$ cat src/rtl/painterengine_gpu_framefetch.sv
// Frame-fetch sequencer: walks a clipped image row by row and issues bounded DMA read
// bursts into the display FIFO, with retry on reader error, per-frame restart and abort.
module painterengine_gpu_framefetch #(
    parameter int ADDR_WIDTH       = 32,
    parameter int DIM_WIDTH        = 16,
    parameter int BLOCK_SIZE       = 64,
    parameter int LAUNCH_THRESHOLD = 48,
    parameter int COUNT_WIDTH      = 8,
    parameter int MAX_RETRY        = 3
) (
    input  logic                   i_wire_clock,
    input  logic                   i_wire_reset,
    input  logic                   i_wire_start,
    input  logic                   i_wire_continuous,
    input  logic                   i_wire_frame_sync,
    input  logic                   i_wire_abort,
    input  logic [ADDR_WIDTH-1:0]  i_wire_image_address,
    input  logic [ADDR_WIDTH-1:0]  i_wire_image_pitch,
    input  logic [DIM_WIDTH-1:0]   i_wire_clip_width,
    input  logic [DIM_WIDTH-1:0]   i_wire_clip_height,
    input  logic [1:0]             i_wire_bpp_log2,
    input  logic [COUNT_WIDTH-1:0] i_wire_fifo_empty_count,
    output logic [ADDR_WIDTH-1:0]  o_wire_reader_address,
    output logic [31:0]            o_wire_reader_length,
    output logic                   o_wire_reader_enable,
    input  logic                   i_wire_reader_done,
    input  logic                   i_wire_reader_error,
    output logic                   o_wire_busy,
    output logic                   o_wire_frame_done,
    output logic                   o_wire_error,
    output logic [2:0]             o_wire_state,
    output logic [DIM_WIDTH-1:0]   o_wire_line
);
    typedef enum logic [2:0] {
        ST_IDLE       = 3'd0,
        ST_LOAD       = 3'd1,
        ST_WAIT_SPACE = 3'd2,
        ST_STREAM     = 3'd3,
        ST_ADVANCE    = 3'd4,
        ST_DONE       = 3'd5,
        ST_ERROR      = 3'd6
    } state_t;

    localparam int RW = (MAX_RETRY < 1) ? 1 : $clog2(MAX_RETRY + 1);
    localparam logic [DIM_WIDTH-1:0]   D_ONE   = DIM_WIDTH'(1);
    localparam logic [DIM_WIDTH-1:0]   D_BLOCK = DIM_WIDTH'(BLOCK_SIZE);
    localparam logic [COUNT_WIDTH-1:0] C_THR   = COUNT_WIDTH'(LAUNCH_THRESHOLD);
    localparam logic [RW-1:0]          R_MAX   = RW'(MAX_RETRY);
    localparam logic [RW-1:0]          R_ONE   = RW'(1);

    state_t                  r_state, w_state_nxt;
    logic                    w_accept, w_zero_dim, w_space_ok, w_row_end, w_last_row;
    logic [ADDR_WIDTH-1:0]   r_pitch, r_row_base, r_address, w_addr;
    logic [DIM_WIDTH-1:0]    r_width, r_height, r_x, r_y, w_remain, w_chunk, w_y_inc;
    logic [1:0]              r_bpp;
    logic [RW-1:0]           r_retry;
    logic [31:0]             r_length;
    logic                    r_enable, r_frame_done, r_error;

    assign w_zero_dim = (i_wire_clip_width == '0) || (i_wire_clip_height == '0);
    assign w_space_ok = (i_wire_fifo_empty_count >= C_THR);
    assign w_remain   = r_width - r_x;
    assign w_chunk    = (w_remain > D_BLOCK) ? D_BLOCK : w_remain;
    assign w_addr     = r_row_base + (ADDR_WIDTH'(r_x) << r_bpp);
    assign w_y_inc    = r_y + D_ONE;
    assign w_row_end  = (r_x == r_width);
    assign w_last_row = (w_y_inc == r_height);

    always_ff @(posedge i_wire_clock or posedge i_wire_reset) begin
        if (i_wire_reset) r_state <= ST_IDLE;
        else              r_state <= w_state_nxt;
    end

    always_comb begin
        w_state_nxt = r_state;
        w_accept    = 1'b0;
        if (i_wire_abort) begin
            w_state_nxt = ST_IDLE;
        end else begin
            case (r_state)
                ST_IDLE, ST_ERROR: w_accept = i_wire_start;
                ST_DONE:           w_accept = i_wire_start | (i_wire_continuous & i_wire_frame_sync);
                ST_LOAD:           w_state_nxt = ST_WAIT_SPACE;
                ST_WAIT_SPACE:     if (w_space_ok) w_state_nxt = ST_STREAM;
                ST_STREAM: begin
                    // error wins over a same-cycle done
                    if (i_wire_reader_error)
                        w_state_nxt = (r_retry < R_MAX) ? ST_WAIT_SPACE : ST_ERROR;
                    else if (i_wire_reader_done)
                        w_state_nxt = ST_ADVANCE;
                end
                ST_ADVANCE:        w_state_nxt = (w_row_end && w_last_row) ? ST_DONE : ST_LOAD;
                default:           w_state_nxt = ST_IDLE;
            endcase
            if (w_accept) w_state_nxt = w_zero_dim ? ST_DONE : ST_LOAD;
        end
    end

    always_ff @(posedge i_wire_clock or posedge i_wire_reset) begin
        if (i_wire_reset) begin
            r_pitch      <= '0;
            r_row_base   <= '0;
            r_address    <= '0;
            r_length     <= '0;
            r_width      <= '0;
            r_height     <= '0;
            r_bpp        <= '0;
            r_x          <= '0;
            r_y          <= '0;
            r_retry      <= '0;
            r_enable     <= 1'b0;
            r_frame_done <= 1'b0;
            r_error      <= 1'b0;
        end else begin
            r_enable     <= (w_state_nxt == ST_STREAM);
            // pulse on entry to DONE, including a zero-size restart from DONE itself
            r_frame_done <= (w_state_nxt == ST_DONE) && ((r_state != ST_DONE) || w_accept);
            if (i_wire_abort) begin
                r_x     <= '0;
                r_y     <= '0;
                r_retry <= '0;
            end else if (w_accept) begin
                r_pitch    <= i_wire_image_pitch;
                r_width    <= i_wire_clip_width;
                r_height   <= i_wire_clip_height;
                r_bpp      <= i_wire_bpp_log2;
                r_row_base <= i_wire_image_address;
                r_x        <= '0;
                r_y        <= '0;
                r_retry    <= '0;
                r_error    <= 1'b0;
            end else begin
                case (r_state)
                    ST_LOAD: begin
                        r_address <= w_addr;
                        r_length  <= 32'(w_chunk);
                    end
                    ST_STREAM: begin
                        if (i_wire_reader_error) begin
                            if (r_retry < R_MAX) r_retry <= r_retry + R_ONE;
                            else                 r_error <= 1'b1;
                        end else if (i_wire_reader_done) begin
                            r_x     <= r_x + r_length[DIM_WIDTH-1:0];
                            r_retry <= '0;
                        end
                    end
                    ST_ADVANCE: begin
                        // row_base accumulates pitch so no multiplier is needed
                        if (w_row_end) begin
                            r_x        <= '0;
                            r_y        <= w_y_inc;
                            r_row_base <= r_row_base + r_pitch;
                        end
                    end
                    default: ;
                endcase
            end
        end
    end

    assign o_wire_reader_address = r_address;
    assign o_wire_reader_length  = r_length;
    assign o_wire_reader_enable  = r_enable;
    assign o_wire_busy           = (r_state == ST_LOAD) || (r_state == ST_WAIT_SPACE) ||
                                   (r_state == ST_STREAM) || (r_state == ST_ADVANCE);
    assign o_wire_frame_done     = r_frame_done;
    assign o_wire_error          = r_error;
    assign o_wire_state          = r_state;
    assign o_wire_line           = r_y;
endmodule

$ cat config.mk
export PLATFORM = sky130hd
export DESIGN_NAME = painterengine_gpu_framefetch
export DESIGN_NICKNAME = d
export VERILOG_FILES = /design/src/rtl/painterengine_gpu_framefetch.sv
export SDC_FILE = /design/constraint.sdc
export NUM_CORES = 1
export LEC_CHECK = 0
export ABC_CLOCK_PERIOD_IN_PS = 7250
export CAP_MARGIN = 20
export CORE_ASPECT_RATIO = 0.9
export CORE_UTILIZATION = 46
export DETAILED_ROUTE_END_ITERATION = 10
export GPL_TIMING_DRIVEN = 1
export PLACE_DENSITY = 0.7
export RECOVER_POWER = 100
export SLEW_MARGIN = 20
export SYNTH_ARGS = -nofsm -noshare
export SYNTH_HDL_FRONTEND = slang
export SYNTH_SLANG_ARGS = --single-unit
$ cat constraint.sdc
create_clock -name i_wire_clock -period 7.25 [get_ports i_wire_clock]
set_clock_uncertainty 0.05 [all_clocks]
set_input_delay 1.0875 -clock i_wire_clock [delete_from_list [all_inputs] [get_ports i_wire_clock]]
set_output_delay 1.0875 -clock i_wire_clock [all_outputs]
set_load 0.01 [all_outputs]
# --- Word-level counts from Yosys, hierarchy flattened ---
# Index checks and enable logic that the tools add are counted.
# W data, S select, Z words.
word_totals:
  register_bits: 186
  rom_bits: 0
  ramBits: 0
  word_cells: 108
  out_inout_bits: 87
  n_memories: 0
  latchBits: 0
op_classes:
  muxes: 36
  bitwise_logic: 4
  n_div: 0
  multipliers: 0
  shift: 1
  magnitude_cmp: 3
  add_sub_neg: 6
  eq_ne: 16
  reduce_logical: 28
ops:
  columns: ["operator", "count"]
  rows:
  - ["$mux W16", 10]
  - ["$mux W32", 3]
  - ["$add A32 B32 Y32", 2]
  - ["$eq A16 B16 Y1", 2]
  - ["$logic_not A16 Y1", 2]
  - ["$pmux W16 S2", 1]
  - ["$shl A16 B2 Y32", 1]
  - ["$mux W3", 8]
  - ["$add A16 B1 Y16 const B", 1]
  - ["$add A16 B16 Y16", 1]
  - ["$gt A16 B7 Y1 const B", 1]
  - ["$sub A16 B16 Y16", 1]
  - ["$pmux W3 S5", 1]
  - ["$eq A3 B3 Y1 const B", 4]
  - ["$mux W2", 6]
  - ["$ne A4 B4 Y1 const B", 3]
  - ["$eq A3 B2 Y1 const B", 3]
  - ["$reduce_and A3 Y1", 3]
  - ["$reduce_bool A3 Y1", 3]
  - ["$ge A8 B6 Y1 const B", 1]
  - ["$reduce_and A4 Y1", 2]
  - ["$reduce_bool A2 Y1", 4]
  - ["$reduce_bool A4 Y1", 2]
  - ["$mux W1", 6]
  - ["16 further kinds", 23]

# --- Depth between registers and ports, before layout ---
# Gate-level depths: netlist of the first run.
logic_depth:
  depth_word: 9
  mapped_depth: 16
  depth_no_buf: 14

# --- Worst setup path before layout of the first run ---
# OpenSTA, ideal clock, no wires.
synth_timing:
  path_kind: "reg2reg"
  start: "register r_bpp[0]"
  end: "register r_address[22] (netlist: o_wire_reader_address[22])"
  arrival_ps: 3861
  slack_ps: 3209
  path_buffers: 3
  setup_ps: 130
  path_stages_with_launch: 16
  synth_period_minus_slack_ps: 4041
  required_ps: 7070
  cell_sequence: "dfrtp_1 -> clkbuf_1 -> buf_1 -> clkbuf_1 -> nand3b_1 -> o21ai_0 -> ha_1 -> nor2b_1 -> o31a_1 -> o41a_1 -> a31o_1 -> a41o_1 -> o41a_1 -> nand4_1 -> xor2_1 -> o21ai_1"
synth_via:
  elab_chain_cells: 2
synth_rtl:
  columns: ["item", "line_no", "source"]
  rows:
  - ["from (decl)", "55", "logic [1:0] r_bpp;"]
  - ["from (signal assigned)", "126", "r_bpp <= i_wire_bpp_log2;"]
  - ["$shl A16 B2 Y32", "64", "assign w_addr = r_row_base + (ADDR_WIDTH'(r_x) << r_bpp);"]
  - ["$add A32 B32 Y32", "64", null]
  - ["to (signal assigned)", "135", "r_address <= w_addr;"]
  - ["to (decl)", "53", "logic [ADDR_WIDTH-1:0] r_pitch, r_row_base, r_address, w_addr;"]
# No other way between the ends.
# A chain may end at the register's enable or synchronous reset.

# --- Worst setup path after layout of the first run ---
layout_timing:
  start: "input port i_wire_abort"
  end: "register r_length[6] (netlist: o_wire_reader_length[6])"
layout_via:
  elab_chain_cells: 3
  word_cells_on_any_way: 4
  classes_between: "1 x mux; 2 x bitwise; 1 x reduce/logical"
layout_rtl:
  columns: ["item", "line_no", "source"]
  rows:
  - ["from (decl)", "16", "input logic i_wire_abort,"]
  - ["$mux W1", "77", "if (i_wire_abort) begin"]
  - ["$not A1 Y1 (no line)", null, null]
  - ["$reduce_and A3 Y1 (no line) *", null, null]
  - ["to (signal assigned)", "136", "r_length <= 32'(w_chunk);"]
  - ["to (decl)", "57", "logic [31:0] r_length;"]
# Every way passes the cells marked *; elsewhere a longest branch is shown, timed or not.

==> impl_results.md, run 1 <==
* Prevailing post-synth register cell: dfrtp_1
* Run status: finished, violations left
* Footprint of the multi-input gates at 0.00743 mm²
* Min-delay src: o_wire_reader_address[5]
* Clk slew on worst S/H paths at 0.07 ns
* Setup ws final at 1.84 ns
* Largest net degree at the start of global routing at 122
* Top-Level Pins at 201
* Antenna diode count at 0
* Max_slew headroom at -116%
* Reg area at 0.00465 mm²
* DR DRC count at 0
* Final-stage net count at 1781
* Hold WS at 0.424 ns
* Slowest CP cell: clkbuf_1
* IO buf count at 180
* Static Leakage at 6.96 nW
* # setup viols final at 0
* Critical path arrival at 5.53 ns
* Most used cell, CP: o2111ai_1
* H-tree depth at 4
* Pint at 2.73 mW
* Crit path cell chain: clkdlybuf4s50_1 -> or3_2 -> clkbuf_1 -> a2111oi_4 -> o2111ai_1 -> a2111oi_2 -> o2111ai_1 -> or4_4 -> a2bb2oi_1
* Site Rows at 56
* Fin util at 57.2%
* Clock buffer depth at 2
* Pwr Total at 4.52 mW
* Tmin final at 5.41 ns
* Vias in the first global route at 10.6k
* Ys async rst share at 100%
* GR Util All Layers at 24.0%
* FF-to-FF setup slack at 2.51 ns
* Max Freq at 185 MHz
* Reg2reg start: o_wire_state[1]
* Unrepaired setup endpoints after global routing: no
* Post-synthesis sequential area ratio at 37.1%
* Max-capacitance violation count at 5
* Post-CTS Setup Inserts at 0
* PostCTS Resize Cnt at 0
* CTS Sinks at 186
* R2R depth at 9
* Mapped Avg Cell Area at 8.77 µm²
* Final wirelength at 32.7 mm
* Iteration-0 DRC Markers at 785
* Hold Path Stages at 2
* HP Class: reg2reg
* Combinational power share at 45.1%
* Critical Path Fanout Max at 79
* Initial antenna violation count at 1
* Clock share of power at 21.1%
* Max VDD drop at 0.166 mV
* DPL Wire Length at 24.1 mm
* Yosys cell types at 82
* Hold Path End: o_wire_reader_address[5]
* Setup Crit Path Kind: in2reg
* Switching power at 1.79 mW
* Worst Tran Pin Value at 3.25 ns
* Final-report max-slew violation count at 273
* Commonest cells after routing, fill and taps aside: nand2_1, dfrtp_1, clkdlybuf4s50_1, o21ai_0, a21oi_1
* Synth Instances at 1431
* Failing checks: capacitance limit, slew limit
* Drt pass-1 iters at 5
* Clock latency on the worst-skew pair at 0.45 ns
* CTS tree: done
* Area growth syn-to-layout at 20.5%
* Hold Buf Count CTS at 0
* Die Y at 159 µm
* Core Footprint at 0.0264 mm²
* R2r endpoint: o_wire_reader_length[6]
* Vias per Instance at 5.60
* CTS Root Cell: clkbuf_16
* Number of synthesized flops with an enable pin at 0
* Die X at 176 µm
* Total die area at 0.0280 mm²
* # fillers at 2397
* Post-Synthesis Cell Area at 0.0126 mm²
* Via count at 10.9k
* Switching share of power at 39.7%
* Crit path required time at 7.38 ns
* Initial core utilization at 47.5%
* Dpl ws at 2.63 ns
* Synth Warn # at 0
* Layout cells sized above 1 at 5.33%
* Gp weighted congestion at 0.913
* Final Hold Fails at 0
* Yosys reg bits at 186
* Num CTS Buffers at 17
* Max stage delay on crit path at 1.19 ns
* Number of antenna-violating nets in the routed design at 0
* Fin crit share at 74.6%
* Startpoint types: input pin
* First-pass GRT wire length at 53.5 mm
* PwrDens at 299 mW/mm²
* Commonest non-fill, non-tap cell in the layout: nand2_1
* Post-route setup TNS at 0 ns
* Worst Setup End Kind: flop
* Sequential power share at 33.8%
* Routed length per instance at 16.8 µm
* Grt ovf at 0
## power groups by stage
stage | Combinational [mW] | Sequential (mW) | Clock [mW]
after floorplan | 1.48 | 1.50 | 0
after global placement | 2.00 | 1.55 | 0
after detailed placement | 2.05 | 1.55 | 0
after CTS | 2.06 | 1.54 | 0.969
after global routing | 2.28 | 1.56 | 1.00
final | 2.04 | 1.53 | 0.955
## cell usage after synthesis (10+ instances only)
cell type | number | area [µm²]
nor2_1 | 95 | 357
nor3_1 | 22 | 110
nand4_1 | 19 | 119
a211oi_1 | 14 | 105
nand3_1 | 21 | 105
nor2b_1 | 12 | 75.1
o21a_1 | 12 | 90.1
xnor2_1 | 57 | 499
inv_1 | 42 | 158
o21ai_0 | 89 | 445
ha_1 | 82 | 1030
and3_1 | 13 | 81.3
nand2b_1 | 17 | 106
dfrtp_1 | 186 | 4650
buf_4 | 16 | 120
xor2_1 | 54 | 473
a22o_1 | 18 | 158
a21o_1 | 28 | 210
mux2_2 | 18 | 203
and2_1 | 15 | 93.8
mux2i_1 | 16 | 160
a21oi_1 | 97 | 485
clkbuf_1 | 45 | 169
nand2_1 | 252 | 946
nor4_1 | 12 | 75.1
o21ai_1 | 16 | 80.1
a31oi_1 | 10 | 62.6
## critical path, delay by kind of cell
family / cells / cell delay (ns)
and+or+nand+nor: 2 / 1.06
buffers and inverters: 2 / 1.82
AOI/OAI and AO/OA: 5 / 1.56
## cell type report
class / count / share of cell area, %
clock buffer: 19 / 3.00
clock inverter: 13 / 0.877
inverter: 42 / 1.09
multi-input combinational: 1145 / 49.1
sequential: 186 / 30.8
tap: 348 / 2.88
timing repair buffer: 189 / 12.2
## per-stage QoR
step,cells,area [µm²]
after floorplan,1446,12600
after detailed placement,1909,14600
after global placement,1909,14600
after global routing,1942,15100
final,1942,15100
after CTS,1941,15200
## kinds of logic after synthesis
family	count (synthesis)	synth area share, %
buffers and inverters	115	4.01
muxes	41	4.15
DFF	186	37.1
other	1	0.0299
adders and majority gates	86	8.81
AOI/OAI and AO/OA	372	19.2
xor gates and xnor gates	111	7.74
and+or+nand+nor	519	19.0
## sequential cells by signal, indices dropped and copies added, names as in the netlist
register and cells:
o_wire_error 1, o_wire_frame_done 1, o_wire_line 16, o_wire_reader_address 32
o_wire_reader_enable 1, o_wire_reader_length 16, o_wire_state 3, r_bpp 2
r_height 16, r_pitch 32, r_retry 2, r_row_base 32
r_width 16, r_x 16
## routing by layer
| layer | GRT usage, % | wire length [µm] | up-vias |
|---|---|---|---|
| li1 | - | - | 5341 |
| met3 | 4.26 | 1860 | 45 |
| met2 | 38.3 | 15200 | 288 |
| met1 | 32.9 | 15100 | 5202 |
| met4 | 7.04 | 579 | 2 |
| met5 | 0 | 11 | - |
## how the worst max path moves through the flow
stage / slack, ns / start / to
3_3_place_gp: 2.69 / i_wire_abort / o_wire_reader_length[6]
3_5_place_dp: 2.63 / i_wire_abort / o_wire_reader_length[6]
2_1_floorplan: 1.06 / i_wire_reset / o_wire_error
6_report: 1.84 / i_wire_abort / o_wire_reader_length[6]
5_1_grt: 1.51 / i_wire_abort / o_wire_reader_length[6]
4_1_cts: 2.95 / r_bpp[0] / o_wire_reader_address[26]
(Power assumes the default switching activity.)
==> run 2, diff against run 1 <==
Settings changed: ABC_CLOCK_PERIOD_IN_PS 7250 to 5400.
Clock period 7.25 ns to 5.4 ns, I/O delays scaled along.
==> run 2 against run 1 <==
Cell count up 0.21%. Highest routed layer is now met4. Sequential share of layout area shrank 0.10 points. Via count increased by 0.11%. Register-to-register slack got worse by 1.4 ns. Flip-flop and latch count is the same. Critical path type unchanged. Sequential power is 33% higher. Global-route usage shrank 0.16 points. Die area is the same. Power is 35% higher. Critical endpoint is now r_x[6]. The flow still finishes with violations (capacitance limit, slew limit). Core utilization up 0.19 points.
==> impl_results.md, run 2 (synthesized netlist as in run 1, its figures left out) <==
* Run status: finished, violations left
* Failing checks: capacitance limit, slew limit
* PwrDens at 402 mW/mm² (+35%)
* HP Class: reg2reg
* Die X at 176 µm (unchanged)
* Max Freq at 225 MHz
* Max_slew headroom at -56.0% (+60 points)
* Drt pass-1 iters at 5 (unchanged)
* GR Util All Layers at 23.8% (-0.16 points)
* Worst Tran Pin Value at 2.34 ns (-0.907 ns)
* Clock latency on the worst-skew pair at 0.44 ns (about the same)
* Total placed instance area at 0.0146 mm² (+0.18%)
* Min-delay src: o_wire_reader_address[8]
* Max-capacitance violation count at 2 (-3)
* Core Footprint at 0.0264 mm² (unchanged)
* Via count at 10.9k (+0.11%)
* DPL Wire Length at 23.9 mm (-0.55%)
* Setup Crit Path Kind: in2reg
* Routed length per instance at 16.8 µm (-0.32%)
* Hold Buf Count CTS at 0 (unchanged)
* Largest net degree at the start of global routing at 187 (+53%)
* CTS tree: done
* Initial antenna violation count at 1 (unchanged)
* Max VDD drop at 0.273 mV (+64%)
* PostCTS Resize Cnt at 0 (unchanged)
* Gp weighted congestion at 0.918 (+0.59%)
* DR DRC count at 0 (unchanged)
* Final wirelength at 32.7 mm (-0.11%)
* Max stage delay on crit path at 0.63 ns (-0.56 ns)
* CTS Sinks at 186 (unchanged)
* R2r endpoint: o_wire_frame_done
* Hold WS at 0.429 ns (+0.00538 ns)
* Crit path required time at 5.66 ns (-1.72 ns)
* First-pass GRT wire length at 53.8 mm (+0.45%)
* Hold Path Stages at 2 (unchanged)
* Vias in the first global route at 10.5k (-0.77%)
* Clk slew on worst S/H paths at 0.08 ns (about the same)
* FF-to-FF setup slack at 1.09 ns (-1.42 ns)
* Clock buffer depth at 2 (unchanged)
* Die Y at 159 µm (unchanged)
* Post-route setup TNS at 0 ns (unchanged)
* # fillers at 2403 (+0.25%)
* Commonest cells after routing, fill and taps aside: nand2_1, dfrtp_1, clkdlybuf4s50_1, o21ai_0, a21oi_1
* Pint at 3.66 mW (+34%)
* Combinational power share at 45.0% (about the same)
* Critical path arrival at 4.70 ns (-0.83 ns)
* Site Rows at 56 (unchanged)
* Fin crit share at 82.2%
* Fin area at 0.0152 mm² (+0.33%)
* Final Hold Fails at 0 (unchanged)
* H-tree depth at 4 (unchanged)
* Reg2reg start: r_x[5]
* Final-report max-slew violation count at 120 (-56%)
* Num CTS Buffers at 17 (unchanged)
* Clock share of power at 21.6% (+0.5 points)
* Top-Level Pins at 201 (unchanged)
* Worst Setup End Kind: flop
* Sequential power share at 33.4% (-0.4 points)
* Slowest CP cell: clkbuf_1
* Number of antenna-violating nets in the routed design at 0 (unchanged)
* Area growth syn-to-layout at 20.9%
* Crit path cell chain: dlygate4sd3_1 -> a21oi_1 -> o22ai_1 -> a21oi_1 -> nand2b_1 -> clkbuf_1 -> a211oi_1 -> clkbuf_1 -> nor3_1 -> buf_4 -> a22o_1
* Post-CTS Setup Inserts at 0 (unchanged)
* CTS Root Cell: clkbuf_16
* Switching power at 2.45 mW (+36%)
* Grt ovf at 0 (unchanged)
* Final-stage net count at 1784 (+0.17%)
* Iteration-0 DRC Markers at 697 (-11%)
* Startpoint types: input pin
* Vias per Instance at 5.60 (about the same)
* IO buf count at 180 (unchanged)
* Total die area at 0.0280 mm² (unchanged)
* Hold Path End: o_wire_reader_address[8]
* # setup viols final at 0 (unchanged)
* R2R depth at 10 (+1)
* Critical Path Fanout Max at 21 (-73%)
* Layout cells sized above 1 at 5.45% (+0.12 points)
* Commonest non-fill, non-tap cell in the layout: nand2_1
* Tmin final at 4.44 ns
* Initial core utilization at 47.5% (unchanged)
* Static Leakage at 7.01 nW (+0.71%)
* Switching share of power at 40.1% (+0.40 points)
* Unrepaired setup endpoints after global routing: no
## run 2: cell count changes in the layout (fill, tap and decap cells not counted), moves of 2 or more
cell        delta
a2111oi_0      +2
and2_0         -3
and2_1         +3
buf_4          +5
clkbuf_1       -4
clkbuf_2       +2
clkbuf_8       -2
clkinv_8       +5
clkinvlp_4     -2
## run 2: through the flow
| stage | cells | power (mW) | setup WS (ns) | utilization (%) |
|---|---|---|---|---|
| 5_1_grt | 1945 | 6.56 | 0.662 | 57.4 |
| 3_3_place_gp | 1911 | 4.77 | 1.45 | 55.3 |
| 4_1_cts | 1943 | 6.19 | 1.47 | 57.6 |
| 2_1_floorplan | 1446 | 4.00 | 1.36 | - |
| 6_report | 1946 | 6.11 | 0.959 | 57.4 |
| 3_5_place_dp | 1911 | 4.84 | 1.41 | 55.3 |
## run 2: worst max path at each step
stage / from / to / slack [ns] / depth (start not counted)
after floorplan: r_bpp[0] / o_wire_reader_address[22] / 1.36 / 15
after global placement: i_wire_start / o_wire_frame_done / 1.45 / 9
after detailed placement: i_wire_start / o_wire_frame_done / 1.41 / 9
after CTS: r_bpp[1] / o_wire_reader_address[22] / 1.47 / 11
after global routing: i_wire_start / r_x[6] / 0.66 / 11
final: i_wire_start / r_x[6] / 0.96 / 11
## run 2: metal layers
layer	GRT usage, %	wire length, µm	up-vias
met5	0	0	-
met3	3.95	1700	38
met4	5.81	519	0
met1	33.2	15100	5200
met2	38.2	15300	291
li1	-	-	5361
## run 2: critical path, delay by kind of cell
family / cells / cell delay [ns]
AO/OA/AOI/OAI: 5 / 1.48
buffers and inverters: 4 / 1.95
AND/OR/NAND/NOR: 2 / 0.44
## run 2: power groups by stage
stage	Sequential, mW	Combinational, mW	Clock, mW
final	2.04	2.74	1.32
after global routing	2.09	3.07	1.41
after CTS	2.04	2.79	1.35
after floorplan	2.02	1.99	0
after global placement	2.06	2.71	0
after detailed placement	2.07	2.77	0
## run 2: area by class of cell
cell class	instances	area, µm²	share of cell area, %
clock inverter	15	196	1.29
inverter	42	161	1.06
antenna	1	2.50	0.0165
clock buffer	17	425	2.80
sequential	186	4650	30.7
tap	348	435	2.87
multi-input combinational	1145	7400	48.8
timing repair buffer	192	1900	12.5
